`src/rtl/mac_bist_controller.sv`:
```
// rtl/mac_bist_controller.sv - BIST sequencer: applies ROM patterns to a MAC and scores the results
module mac_bist_controller #(
    parameter int NUM_PATTERNS   = 16,
    parameter int START_ADDR     = 1,
    parameter int LAST_ADDR      = 5,
    parameter int A_WIDTH        = 8,
    parameter int W_WIDTH        = 8,
    parameter int P_WIDTH        = 32,
    parameter int MAC_LATENCY    = 2,
    parameter int FAIL_CNT_WIDTH = 8,
    localparam int ADDR_WIDTH    = $clog2(NUM_PATTERNS)
) (
    input  logic                      clk,
    input  logic                      rst,
    input  logic                      start,
    output logic [ADDR_WIDTH-1:0]     rom_addr,
    input  logic [A_WIDTH-1:0]        rom_tp_a,
    input  logic [W_WIDTH-1:0]        rom_tp_w,
    input  logic [P_WIDTH-1:0]        rom_tp_p,
    input  logic [P_WIDTH-1:0]        rom_expected_p,
    output logic [A_WIDTH-1:0]        mac_a,
    output logic [W_WIDTH-1:0]        mac_w,
    output logic [P_WIDTH-1:0]        mac_p,
    output logic                      mac_in_valid,
    input  logic [P_WIDTH-1:0]        mac_result,
    input  logic                      mac_out_valid,
    output logic                      busy,
    output logic                      done,
    output logic                      pass,
    output logic [FAIL_CNT_WIDTH-1:0] fail_count,
    output logic [ADDR_WIDTH-1:0]     first_fail_addr
);

    localparam int WCW = (MAC_LATENCY > 1) ? $clog2(MAC_LATENCY) : 1;

    typedef enum logic [2:0] {IDLE, APPLY, WAIT, CHECK, DONE} state_t;

    state_t                    state, next_state;
    logic [WCW-1:0]            wait_cnt;
    logic [P_WIDTH-1:0]        exp_q;
    logic                      mismatch;
    logic                      is_last;
    logic [FAIL_CNT_WIDTH-1:0] fail_next;

    always_ff @(posedge clk) begin
        if (rst) begin
            state <= IDLE;
        end else begin
            state <= next_state;
        end
    end

    always_comb begin
        next_state = state;
        case (state)
            IDLE, DONE: if (start) next_state = APPLY;
            APPLY:      next_state = WAIT;
            WAIT:       if (wait_cnt == '0) next_state = CHECK;
            CHECK:      next_state = is_last ? DONE : APPLY;
            default:    next_state = IDLE;
        endcase
    end

    // A missing valid counts as a failure just like a wrong value.
    always_comb begin
        mismatch  = !mac_out_valid || (mac_result != exp_q);
        is_last   = (rom_addr == ADDR_WIDTH'(LAST_ADDR));
        fail_next = fail_count;
        if (mismatch && !(&fail_count)) begin
            fail_next = fail_count + 1'b1;
        end
    end

    always_ff @(posedge clk) begin
        if (rst) begin
            rom_addr        <= '0;
            mac_a           <= '0;
            mac_w           <= '0;
            mac_p           <= '0;
            mac_in_valid    <= 1'b0;
            busy            <= 1'b0;
            done            <= 1'b0;
            pass            <= 1'b0;
            fail_count      <= '0;
            first_fail_addr <= '0;
            wait_cnt        <= '0;
            exp_q           <= '0;
        end else begin
            case (state)
                IDLE, DONE: begin
                    if (start) begin
                        rom_addr        <= ADDR_WIDTH'(START_ADDR);
                        fail_count      <= '0;
                        first_fail_addr <= '0;
                        done            <= 1'b0;
                        pass            <= 1'b0;
                        busy            <= 1'b1;
                    end
                end
                APPLY: begin
                    mac_a        <= rom_tp_a;
                    mac_w        <= rom_tp_w;
                    mac_p        <= rom_tp_p;
                    exp_q        <= rom_expected_p;
                    mac_in_valid <= 1'b1;
                    wait_cnt     <= WCW'(MAC_LATENCY - 1);
                end
                WAIT: begin
                    mac_in_valid <= 1'b0;
                    if (wait_cnt != '0) begin
                        wait_cnt <= wait_cnt - 1'b1;
                    end
                end
                CHECK: begin
                    fail_count <= fail_next;
                    if (mismatch && fail_count == '0) begin
                        first_fail_addr <= rom_addr;
                    end
                    if (is_last) begin
                        busy <= 1'b0;
                        done <= 1'b1;
                        pass <= (fail_next == '0);
                    end else begin
                        rom_addr <= rom_addr + 1'b1;
                    end
                end
                default: ;
            endcase
        end
    end

endmodule

```
`config.mk`:
```
export PLATFORM = sky130hd
export DESIGN_NAME = mac_bist_controller
export DESIGN_NICKNAME = d
export VERILOG_FILES = /design/src/rtl/mac_bist_controller.sv
export SDC_FILE = /design/constraint.sdc
export NUM_CORES = 1
export LEC_CHECK = 0
export CAP_MARGIN = 10
export CORE_MARGIN = 8
export CORE_UTILIZATION = 39
export CTS_BUF_LIST = sky130_fd_sc_hd__clkbuf_8 sky130_fd_sc_hd__clkbuf_16
export DETAILED_ROUTE_END_ITERATION = 10
export GPL_ROUTABILITY_DRIVEN = 0
export PLACE_DENSITY = 0.8
export SLEW_MARGIN = 10
export SYNTH_ARGS = -nofsm -noshare
export SYNTH_HDL_FRONTEND = slang
export SYNTH_SLANG_ARGS = --single-unit
```
`constraint.sdc`:
```
create_clock -name clk -period 2.3 [get_ports clk]
set_input_delay 0.575 -clock clk [delete_from_list [all_inputs] [get_ports clk]]
set_output_delay 0.575 -clock clk [all_outputs]
set_load 0.02 [all_outputs]
```
==> impl_metrics.csv <==
group,metric,value,unit
outcome,status,"completed",
route,wl_per_cell,15.54,um
critical_path,critPathLaunchType,"input port",
flow_run,maxCapViolCount,0,
pwr,internal_power,3.616,mW
synthesis,synth_edf_count,0,
synthesis,synth_mux_area_share,1.907,%
timing,period_needed,2231,ps
global_routing,grt_pass1_vias,4230,
timing,period_share,96.98,%
synthesis,yosys.cell_count.top_type,"nand2_1",
timing,worst_slew_pin_slew,595.5,ps
timing,relSlewSlack,60.16,%
synthesis,synth-adder-area-share,1.122,%
clocking,worstSkewPairLatency,340,ps
route,drt_iter0_markers,232,
global_routing,antenna_found_initial,2,
route,drc,0,
timing,holdWs,453.4,ps
final_layout,fin_util,61.78,%
clocking,cts_tree,"built",
route,ant_nets,0,
placed_design,portBuffers,183,
timing,finClkSkew,4.923,ps
pwr,comb_power_share,23.4,%
synthesis,synth-seq-cells,103,
synthesis,synth-compound-area-share,14.08,%
floorplan,initial_core_util,39.57,%
timing,hold_viol,0,
synthesis,syn_nets,682,
pwr,pwr-share-clk,35.2,%
global_routing,grtUsageTotal,17.67,%
clocking,path_clk_slew,70,ps
timing,timing.fmax,0.4483,GHz
synthesis,syn_area,4461,sq um
critical_path,crit_family,"simple AND/OR/NAND/NOR gates",
synthesis,synth.distinct_cells,52,
critical_path,crit_path_cell_trace,"dlygate4sd2_1, xor2_2, nor4_2, nand4_1, or3_4, buf_6, buf_4, mux2i_1, nor4_1",
clocking,h-tree-depth,3,
timing,slew_viol_final,0,
clocking,numCtsBuffers,9,
critical_path,path_max_fanout,8,
critical_path,crit_buf_inv,3,
min_path,hold_path.class,"register to register",
min_path,whs_path_depth,2,
critical_path,r2r_end,"fail_count[2]$_SDFFE_PP0P_",
final_layout,area_growth,56.13,%
synthesis,synth_xor_area_share,7.069,%
critical_path,worstPathArrival,2480,ps
final_layout,nets,857,
synthesis,yosys_warnings,0,
floorplan,die_w,122.9,um
synthesis,synth_area_leaders,"dfxtp_1 46%, nand2_1 15%, a21oi_1 10%",
floorplan,ios,184,
critical_path,r2r_start,"exp_q[1]$_SDFFE_PP0P_",
floorplan,placementRows,39,
synthesis,synthArstFlopShare,0,%
critical_path,r2r_cells,8,
synthesis,synth_top_family_by_area,"simple AND/OR/NAND/NOR gates",
placed_design,hpwl,10130,um
synthesis,yosysSeqAreaShare,46.23,%
pwr,totalPowerFinal,4.961,mW
synthesis,synth_common_cells,"177 x nand2_1, 103 x dfxtp_1, 92 x a21oi_1",
pwr,pwr_density_cell,712.3,nW/um^2
floorplan,core_area,11270,sq um
route,vias_per_cell,5.021,
synthesis,syn_inst,562,
critical_path,crit_slowest_cell,"or3_4",
pwr,switching_share,27.11,%
clocking,root_buffer,"clkbuf_16",
route,routed_wl,13770,um
synthesis,synth_top_area_share,46.23,%
critical_path,max_stage_delay,420,ps
pwr,power_frac_seq,41.5,%
synthesis,dominantRegCellSynth,"dfxtp_1",
critical_path,worst-setup-path-type,"input port to register",
clocking,cts.sinks,103,
clocking,clockBufferDepth,2,
floorplan,die_area,15120,sq um
critical_path,crit_required,2550,ps
critical_path,rrSetupSlack,180,ps
global_routing,grt-ovfl-total,0,
timing,final-setup-viol-count,0,
min_path,hold_end,"mac_a[5]$_SDFFE_PP0P_",
route,num_vias,4449,
synthesis,yosys.area_share.simple,25.22,%
global_routing,grt_pass1_wl,21200,um
floorplan,die_height,122.9,um
pwr,p_leak,2.725,nW
timing,tns,0,ps
pwr,p_sw,1.345,mW
global_routing,grt_max_degree,60,
synthesis,syn_avg_cell_area,7.937,sq um
synthesis,yosysTopAreaCell,"dfxtp_1",
critical_path,end_kind,"register",
final_layout,drive_above_1_share,8.232,%
min_path,min-delay-start,"mac_a[5]$_SDFFE_PP0P_",
pwr,ir_worst_vdd,0.4297,mV
route,drtPass1Iterations,4,
## cell usage in the layout (no fill, tap or decap), types with 5 or more instances in the layout
cell type        netlist  final
nand3b_1               5      5
buf_4                  0     18
dfxtp_1              103    103
dlymetal6s2s_1         0     12
nor2_1                14     14
nor4_2                 0      5
nor3_1                10      9
inv_1                  5      6
dlygate4sd2_1          0     14
clkdlybuf4s50_1        0    155
nand2b_1               5      5
xor2_1                34     30
clkbuf_16              0      9
nand2_1              177    176
mux2i_1                7      7
a21oi_1               92     92
nand4_1                6      6
## sequential cells by signal, summed over array words and instances (netlist names)
name,cells
mac_p,32
done,1
state,3
mac_a,8
fail_count,8
pass,1
busy,1
mac_in_valid,1
exp_q,32
rom_addr,4
mac_w,8
first_fail_addr,4
## cells by family after synthesis
| family | count (synthesis) |
|---|---|
| AOI/OAI and AO/OA | 112 |
| xor gates and xnor gates | 36 |
| adders and majority gates | 4 |
| buffers and inverters | 46 |
| DFF | 103 |
| muxes | 8 |
| and+or+nand+nor | 253 |
## worst min-delay path, delay by kind of cell, from the launching register on
kind	cells	cell delay, ps
AND/OR/NAND/NOR	1	50
AO/OA/AOI/OAI	1	50
flip-flops	1	310
## final cells by class
cell class	instances	area [sq um]
Antenna cell	2	5.005
Clock buffer	11	252.7
Clock inverter	4	93.84
Fill cell	990	4308
Inverter	5	18.77
Multi-Input combinational cell	413	2306
Sequential cell	103	2062
Tap cell	143	178.9
Timing Repair Buffer	205	2047
## metrics by stage
step                      cells  setup WS (ps)  cell area (sq um)
after floorplan             562          142.0               4461
after global placement      864         -588.5               6461
after detailed placement    864         -612.9               6461
after CTS                   883          2.972               6870
after global routing        886         -13.40               6964
final                       886          69.37               6964
## power groups by stage
stage	registers [mW]	logic, mW	clock network (mW)
6_report	2.06	1.16	1.74
5_1_grt	2.08	1.26	1.86
4_1_cts	2.06	1.16	1.78
3_5_place_dp	2.09	1.15	0
3_3_place_gp	2.08	1.13	0
2_1_floorplan	2.18	0.488	0
## worst max-delay path by stage
stage / startpoint / slack [ps] / cells past startpoint / endpoint
final: mac_result[12] / 70 / 9 / fail_count[2]$_SDFFE_PP0P_
after global routing: mac_result[30] / -10 / 8 / first_fail_addr[3]$_SDFFE_PP0P_
after CTS: mac_result[14] / 3 / 8 / first_fail_addr[1]$_SDFFE_PP0P_
after detailed placement: mac_result[0] / -610 / 8 / fail_count[7]$_SDFFE_PP0P_
after global placement: mac_result[7] / -590 / 9 / fail_count[7]$_SDFFE_PP0P_
after floorplan: mac_result[0] / 140 / 8 / pass$_SDFFE_PP0P_
## per-layer routing
layer | GRT usage [%] | share of wire [%] | vias to the layer above
met1 | 19.52 | 38 | 2052
li1 | - | - | 2216
met5 | 0 | 0 | -
met4 | 6.931 | 1.9 | 0
met3 | 7.580 | 10 | 20
met2 | 29.53 | 50 | 161
## what timing repair did
item / CTS / global route
cloned: 0 / 0
gates resized for setup: 24 / 22
endpoints found under the hold margin: 0 / 0
pin swaps: 10 / 16
hold buffers: 0 / 0
setup endpoints to repair: 13 / 13
buffers inserted: 4 / 1
Power figures use the tool's default switching activity.
